`src/rtl/uart_rx.sv`:
```
// uart_rx: 8N1 serial receiver with centre-of-bit sampling.
// The bit period is cfg_div_i + 1 clocks, which is the same divisor the
// transmit side uses. Each good byte is presented with a one-cycle o_valid
// pulse. A low stop bit gives a one-cycle o_frame_err pulse instead.
module uart_rx #(
    parameter int Counter_Width = 16,
    parameter int DATA_BITS     = 8
) (
    input  logic                     clk_i,
    input  logic                     rst_i,
    input  logic                     rx_en_i,
    input  logic [Counter_Width-1:0] cfg_div_i,
    input  logic                     rx_i,
    output logic [DATA_BITS-1:0]     o_data,
    output logic                     o_valid,
    output logic                     o_frame_err,
    output logic                     o_busy
);

    localparam int IDX_W = (DATA_BITS > 1) ? $clog2(DATA_BITS) : 1;
    localparam logic [IDX_W-1:0] LAST_IDX = IDX_W'(DATA_BITS - 1);

    typedef enum logic [2:0] {
        IDLE,
        START,
        DATA,
        STOP,
        WAIT_HIGH
    } state_t;

    state_t                   state_q, state_d;
    logic [Counter_Width-1:0] cnt_q, cnt_d;
    logic [IDX_W-1:0]         bit_idx_q, bit_idx_d;
    logic [Counter_Width-1:0] div_q, div_d;
    logic [DATA_BITS-1:0]     shift_q, shift_d;
    logic                     valid_d;
    logic                     ferr_d;

    logic                     rx_m;
    logic                     rx_s;
    logic                     rx_s_d;

    logic [Counter_Width-1:0] half_div;
    logic                     cnt_hit;

    assign half_div = div_q >> 1;
    assign cnt_hit  = (cnt_q == div_q);
    assign o_busy   = (state_q != IDLE);

    // Two-flop synchronizer plus one delay stage for falling-edge detection; idle-high reset.
    always_ff @(posedge clk_i) begin
        if (rst_i) begin
            rx_m   <= 1'b1;
            rx_s   <= 1'b1;
            rx_s_d <= 1'b1;
        end else begin
            rx_m   <= rx_i;
            rx_s   <= rx_m;
            rx_s_d <= rx_s;
        end
    end

    // Next-state, counter, bit index, shift and pulse decisions for the receive FSM.
    always_comb begin
        state_d   = state_q;
        cnt_d     = cnt_q;
        bit_idx_d = bit_idx_q;
        div_d     = div_q;
        shift_d   = shift_q;
        valid_d   = 1'b0;
        ferr_d    = 1'b0;

        case (state_q)
            IDLE: begin
                cnt_d     = '0;
                bit_idx_d = '0;
                // Only a fresh falling edge starts a frame; a line that is already low does not.
                if (rx_s_d && !rx_s) begin
                    div_d   = cfg_div_i;
                    state_d = START;
                end
            end

            START: begin
                if (cnt_q == half_div) begin
                    cnt_d   = '0;
                    // If the line is high again at mid-start, the low was a glitch.
                    state_d = rx_s ? IDLE : DATA;
                end else begin
                    cnt_d = cnt_q + 1'b1;
                end
            end

            DATA: begin
                if (cnt_hit) begin
                    cnt_d     = '0;
                    // LSB arrives first, so shift in at the MSB end.
                    shift_d   = {rx_s, shift_q[DATA_BITS-1:1]};
                    bit_idx_d = bit_idx_q + 1'b1;
                    if (bit_idx_q == LAST_IDX) begin
                        state_d = STOP;
                    end
                end else begin
                    cnt_d = cnt_q + 1'b1;
                end
            end

            STOP: begin
                if (cnt_hit) begin
                    cnt_d = '0;
                    if (rx_s) begin
                        valid_d = 1'b1;
                        state_d = IDLE;
                    end else begin
                        ferr_d  = 1'b1;
                        state_d = WAIT_HIGH;
                    end
                end else begin
                    cnt_d = cnt_q + 1'b1;
                end
            end

            WAIT_HIGH: begin
                cnt_d = '0;
                // Break or stuck-low line: wait for it to return high before re-arming.
                if (rx_s) begin
                    state_d = IDLE;
                end
            end

            default: begin
                state_d = IDLE;
            end
        endcase

        // Disable aborts any frame silently.
        if (!rx_en_i) begin
            state_d   = IDLE;
            cnt_d     = '0;
            bit_idx_d = '0;
            valid_d   = 1'b0;
            ferr_d    = 1'b0;
        end
    end

    // Control state, counters and output pulses; all cleared by reset.
    always_ff @(posedge clk_i) begin
        if (rst_i) begin
            state_q     <= IDLE;
            cnt_q       <= '0;
            bit_idx_q   <= '0;
            o_valid     <= 1'b0;
            o_frame_err <= 1'b0;
            o_data      <= '0;
        end else begin
            state_q     <= state_d;
            cnt_q       <= cnt_d;
            bit_idx_q   <= bit_idx_d;
            o_valid     <= valid_d;
            o_frame_err <= ferr_d;
            if (valid_d) begin
                o_data <= shift_q;
            end
        end
    end

    // Latched divisor and shift register; both are always rewritten before use, so no reset is needed.
    always_ff @(posedge clk_i) begin
        div_q   <= div_d;
        shift_q <= shift_d;
    end

endmodule
```
`config.mk`:
```
export PLATFORM = sky130hd
export DESIGN_NAME = uart_rx
export DESIGN_NICKNAME = d
export VERILOG_FILES = /design/src/rtl/uart_rx.sv
export SDC_FILE = /design/constraint.sdc
export NUM_CORES = 1
export LEC_CHECK = 0
export ABC_AREA = 1
export BUFFER_PORTS_ARGS = -buffer_cell sky130_fd_sc_hd__buf_2
export CAP_MARGIN = 20
export CORE_MARGIN = 2
export CORE_UTILIZATION = 35
export CTS_CLUSTER_DIAMETER = 200
export DETAILED_ROUTE_END_ITERATION = 10
export PLACE_DENSITY_LB_ADDON = 0.12
export SLEW_MARGIN = 40
export SYNTH_ARGS = -nofsm -noshare
export SYNTH_HDL_FRONTEND = slang
export SYNTH_SLANG_ARGS = --single-unit
export TNS_END_PERCENT = 50
```
`constraint.sdc`:
```
create_clock -name clk_i -period 4.2 [get_ports clk_i]
set_input_delay 0.84 -clock clk_i [delete_from_list [all_inputs] [get_ports clk_i]]
set_output_delay 0.84 -clock clk_i [all_outputs]
set_load 0.1 [all_outputs]
```
==> flow_metrics.env <==
export IMPL_status="finished clean"
export IMPL_min_path_type="reg2reg"
export IMPL_cp_required_ps=3360
export IMPL_final_cell_area_um2=3400
export IMPL_wl_per_cell_um=10.9
export IMPL_root_buffer="clkbuf_8"
export IMPL_power_density_nw_per_um2=352
export IMPL_skew_ps=13.9
export IMPL_timing_rr_end="bit_idx_q[1]$_SDFFE_PP0P_"
export IMPL_swShare_pct=22.8
export IMPL_dr_pass1_iters=4
export IMPL_netlist_instances=393
export IMPL_die_h_um=95.7
export IMPL_yosysSeqAreaShare_pct=48.3
export IMPL_yosys_warnings=0
export IMPL_most_common_layout_cells="124 x nand2_1, 69 x nor2_1, 49 x inv_1, 35 x dfxtp_1, 30 x buf_2"
export IMPL_tns_ps=0
export IMPL_timing_rr_start="cnt_q[5]$_SDFFE_PP0P_"
export IMPL_synth_nets=416
export IMPL_core_um2=8180
export IMPL_clockBufferDepth=2
export IMPL_fin_nets=452
export IMPL_seqPwrFrac_pct=50.9
export IMPL_hp_start="rx_m$_SDFF_PP1_"
export IMPL_ys_seq_elements=59
export IMPL_h_tree_depth=3
export IMPL_power_leakage_nw=1.56
export IMPL_num_vias=2341
export IMPL_final_common_cell="nand2_1"
export IMPL_dp_hpwl_mm=4.31
export IMPL_io_buffers=30
export IMPL_power_frac_comb_pct=4.8
export IMPL_drt_wl_total_mm=5.85
export IMPL_rows=33
export IMPL_cp_arrival_ps=1460
export IMPL_cts_buffers=9
export IMPL_ff2ff_setup_slack_ps=2150
export IMPL_power_switching_mw=0.273
export IMPL_grt_pass1_wl_mm=9.98
export IMPL_worst_pin_slew_ps=580
export IMPL_reg2regPathDepth=13
export IMPL_area_delta_synth_final_pct=15.5
export IMPL_cts_setup_buffers=0
export IMPL_hold_viol_final=0
export IMPL_rsz0062_at_grt="false"
export IMPL_drt_drc_violations_left=0
export IMPL_gp_congestion=0.820
export IMPL_cp_start_kind="flip-flop"
export IMPL_clk_pin_slew_ps=70
export IMPL_synth_cell_types=31
export IMPL_whs_ps=413
export IMPL_cts_tree="yes"
export IMPL_maxCapViolations=0
export IMPL_antenna_left=0
export IMPL_placed_area_um2=3190
export IMPL_antenna_found_initial=0
export IMPL_finalCritPeriodShare_pct=54.8
export IMPL_die_area_um2=9150
export IMPL_track_usage_pct=14.2
export IMPL_setup_violations=0
export IMPL_start_util_pct=36.0
export IMPL_vias_per_cell=4.34
export IMPL_hold_end="rx_s$_SDFF_PP1_"
export IMPL_peakVddDrop_mv=0.153
export IMPL_fin_crit_ps=2300
export IMPL_antennaDiodeCount=0
export IMPL_min_path_cells=1
export IMPL_hold_buffers=0
export IMPL_grt_overflow=0
export IMPL_crit_path_max_fanout=5
export IMPL_fp_dieW_um=95.7
export IMPL_cts_resized=0
export IMPL_p_int_mw=0.923
export IMPL_grt_pass1_vias=2182
export IMPL_timing_fmax_mhz=435
export IMPL_clock_latency_ps=340
export IMPL_slew_headroom_pct=61.3
export IMPL_crit_type="reg2out"
export IMPL_boundaryPins=31
export IMPL_synth_area_um2=2940
export IMPL_layout_drive_gt1_share_pct=15.2
export IMPL_avgSynthCellArea_um2=7.48
export IMPL_endpoint_kind="output port"
export IMPL_drtIter0Drc=83
export IMPL_grt_start_max_net_pins=18
export IMPL_clock_sinks=59
export IMPL_clock_power_share_pct=44.3
export IMPL_drv_slew=0
[registers in the layout (all words and copies together) (netlist names), 3 cells and up]
| signal | cells |
|---|---|
| cnt_q | 16 |
| div_q | 16 |
| o_data | 8 |
| shift_q | 8 |
| bit_idx_q | 3 |
| state_q | 3 |
[worst max-delay path, stage by stage, from the launching register on]
cell     delay [ps]
dfxtp_1         400
inv_1           130
nand2_1         150
buf_2           450
[worst max path at each step]
stage / end / from / cells past startpoint / slack (ps)
global route: o_busy / state_q[2]$_SDFFE_PP0P_ / 3 / 1810
floorplan: div_q[0]$_DFFE_PP_ / state_q[1]$_SDFFE_PP0P_ / 3 / 1760
finish: o_busy / state_q[2]$_SDFFE_PP0P_ / 3 / 1900
global placement: cnt_q[12]$_SDFFE_PP0P_ / rst_i / 6 / 2020
detailed placement: cnt_q[11]$_SDFFE_PP0P_ / rst_i / 6 / 2000
CTS: o_busy / state_q[2]$_SDFFE_PP0P_ / 3 / 1920
[cell type report]
class / count / area [um^2]
multi-input cells: 268 / 1250
clock inverters: 3 / 17.5
flip-flops and latches: 59 / 1420
clock buffers: 13 / 191
well taps: 105 / 131
inverters: 60 / 225
fillers: 878 / 4780
repair buffers: 31 / 158
[cells by family after synthesis]
group / count (synthesis) / synth area share, %
AO/OA/AOI/OAI: 18 / 3.45
XOR/XNOR: 20 / 5.96
adder cells (fa/ha/maj): 3 / 1.28
buffers and inverters: 66 / 9.15
flip-flops: 59 / 48.3
AND/OR/NAND/NOR: 227 / 31.8
[routing by layer]
metal | share of wire, % | GRT usage (%)
met5 | 0 | 0
met4 | 1.9 | 6.07
met3 | 2.6 | 3.32
met2 | 43 | 21.2
met1 | 52 | 19.7
[cells in the mapped netlist (all sizes together)]
cell | count | area, um^2
ha | 3 | 37.5
dfxtp | 35 | 701
buf | 5 | 38.8
o41ai | 1 | 8.76
a21oi | 6 | 33.8
or2 | 2 | 12.5
nand2 | 126 | 483
o21ai | 9 | 45.0
clkbuf | 1 | 5.00
o21bai | 1 | 7.51
a31oi | 1 | 6.26
nor3 | 5 | 25.0
nand3 | 14 | 70.1
nor4 | 1 | 6.26
nand4 | 6 | 52.6
clkinv | 1 | 3.75
nor2 | 73 | 287
xor2 | 19 | 166
edfxtp | 24 | 721
xnor2 | 1 | 8.76
inv | 59 | 221
[through the flow]
stage / std cells / util [%] / power [mW] / setup WS, ps
global route: 539 / 41.6 / 1.25 / 1810
floorplan: 393 / - / 0.659 / 1760
detailed placement: 523 / 39.0 / 0.679 / 2000
global placement: 523 / 39.0 / 0.679 / 2020
CTS: 539 / 41.5 / 1.21 / 1920
finish: 539 / 41.6 / 1.20 / 1900
[power groups by stage]
stage          combinational, mW  clock, mW  sequential, mW
2_1_floorplan             0.0392          0           0.620
3_3_place_gp              0.0577          0           0.622
3_5_place_dp              0.0578          0           0.622
4_1_cts                   0.0581      0.548           0.609
5_1_grt                   0.0671      0.575           0.610
6_report                  0.0576      0.530           0.609
No activity file was read; power rests on OpenSTA's default activity.
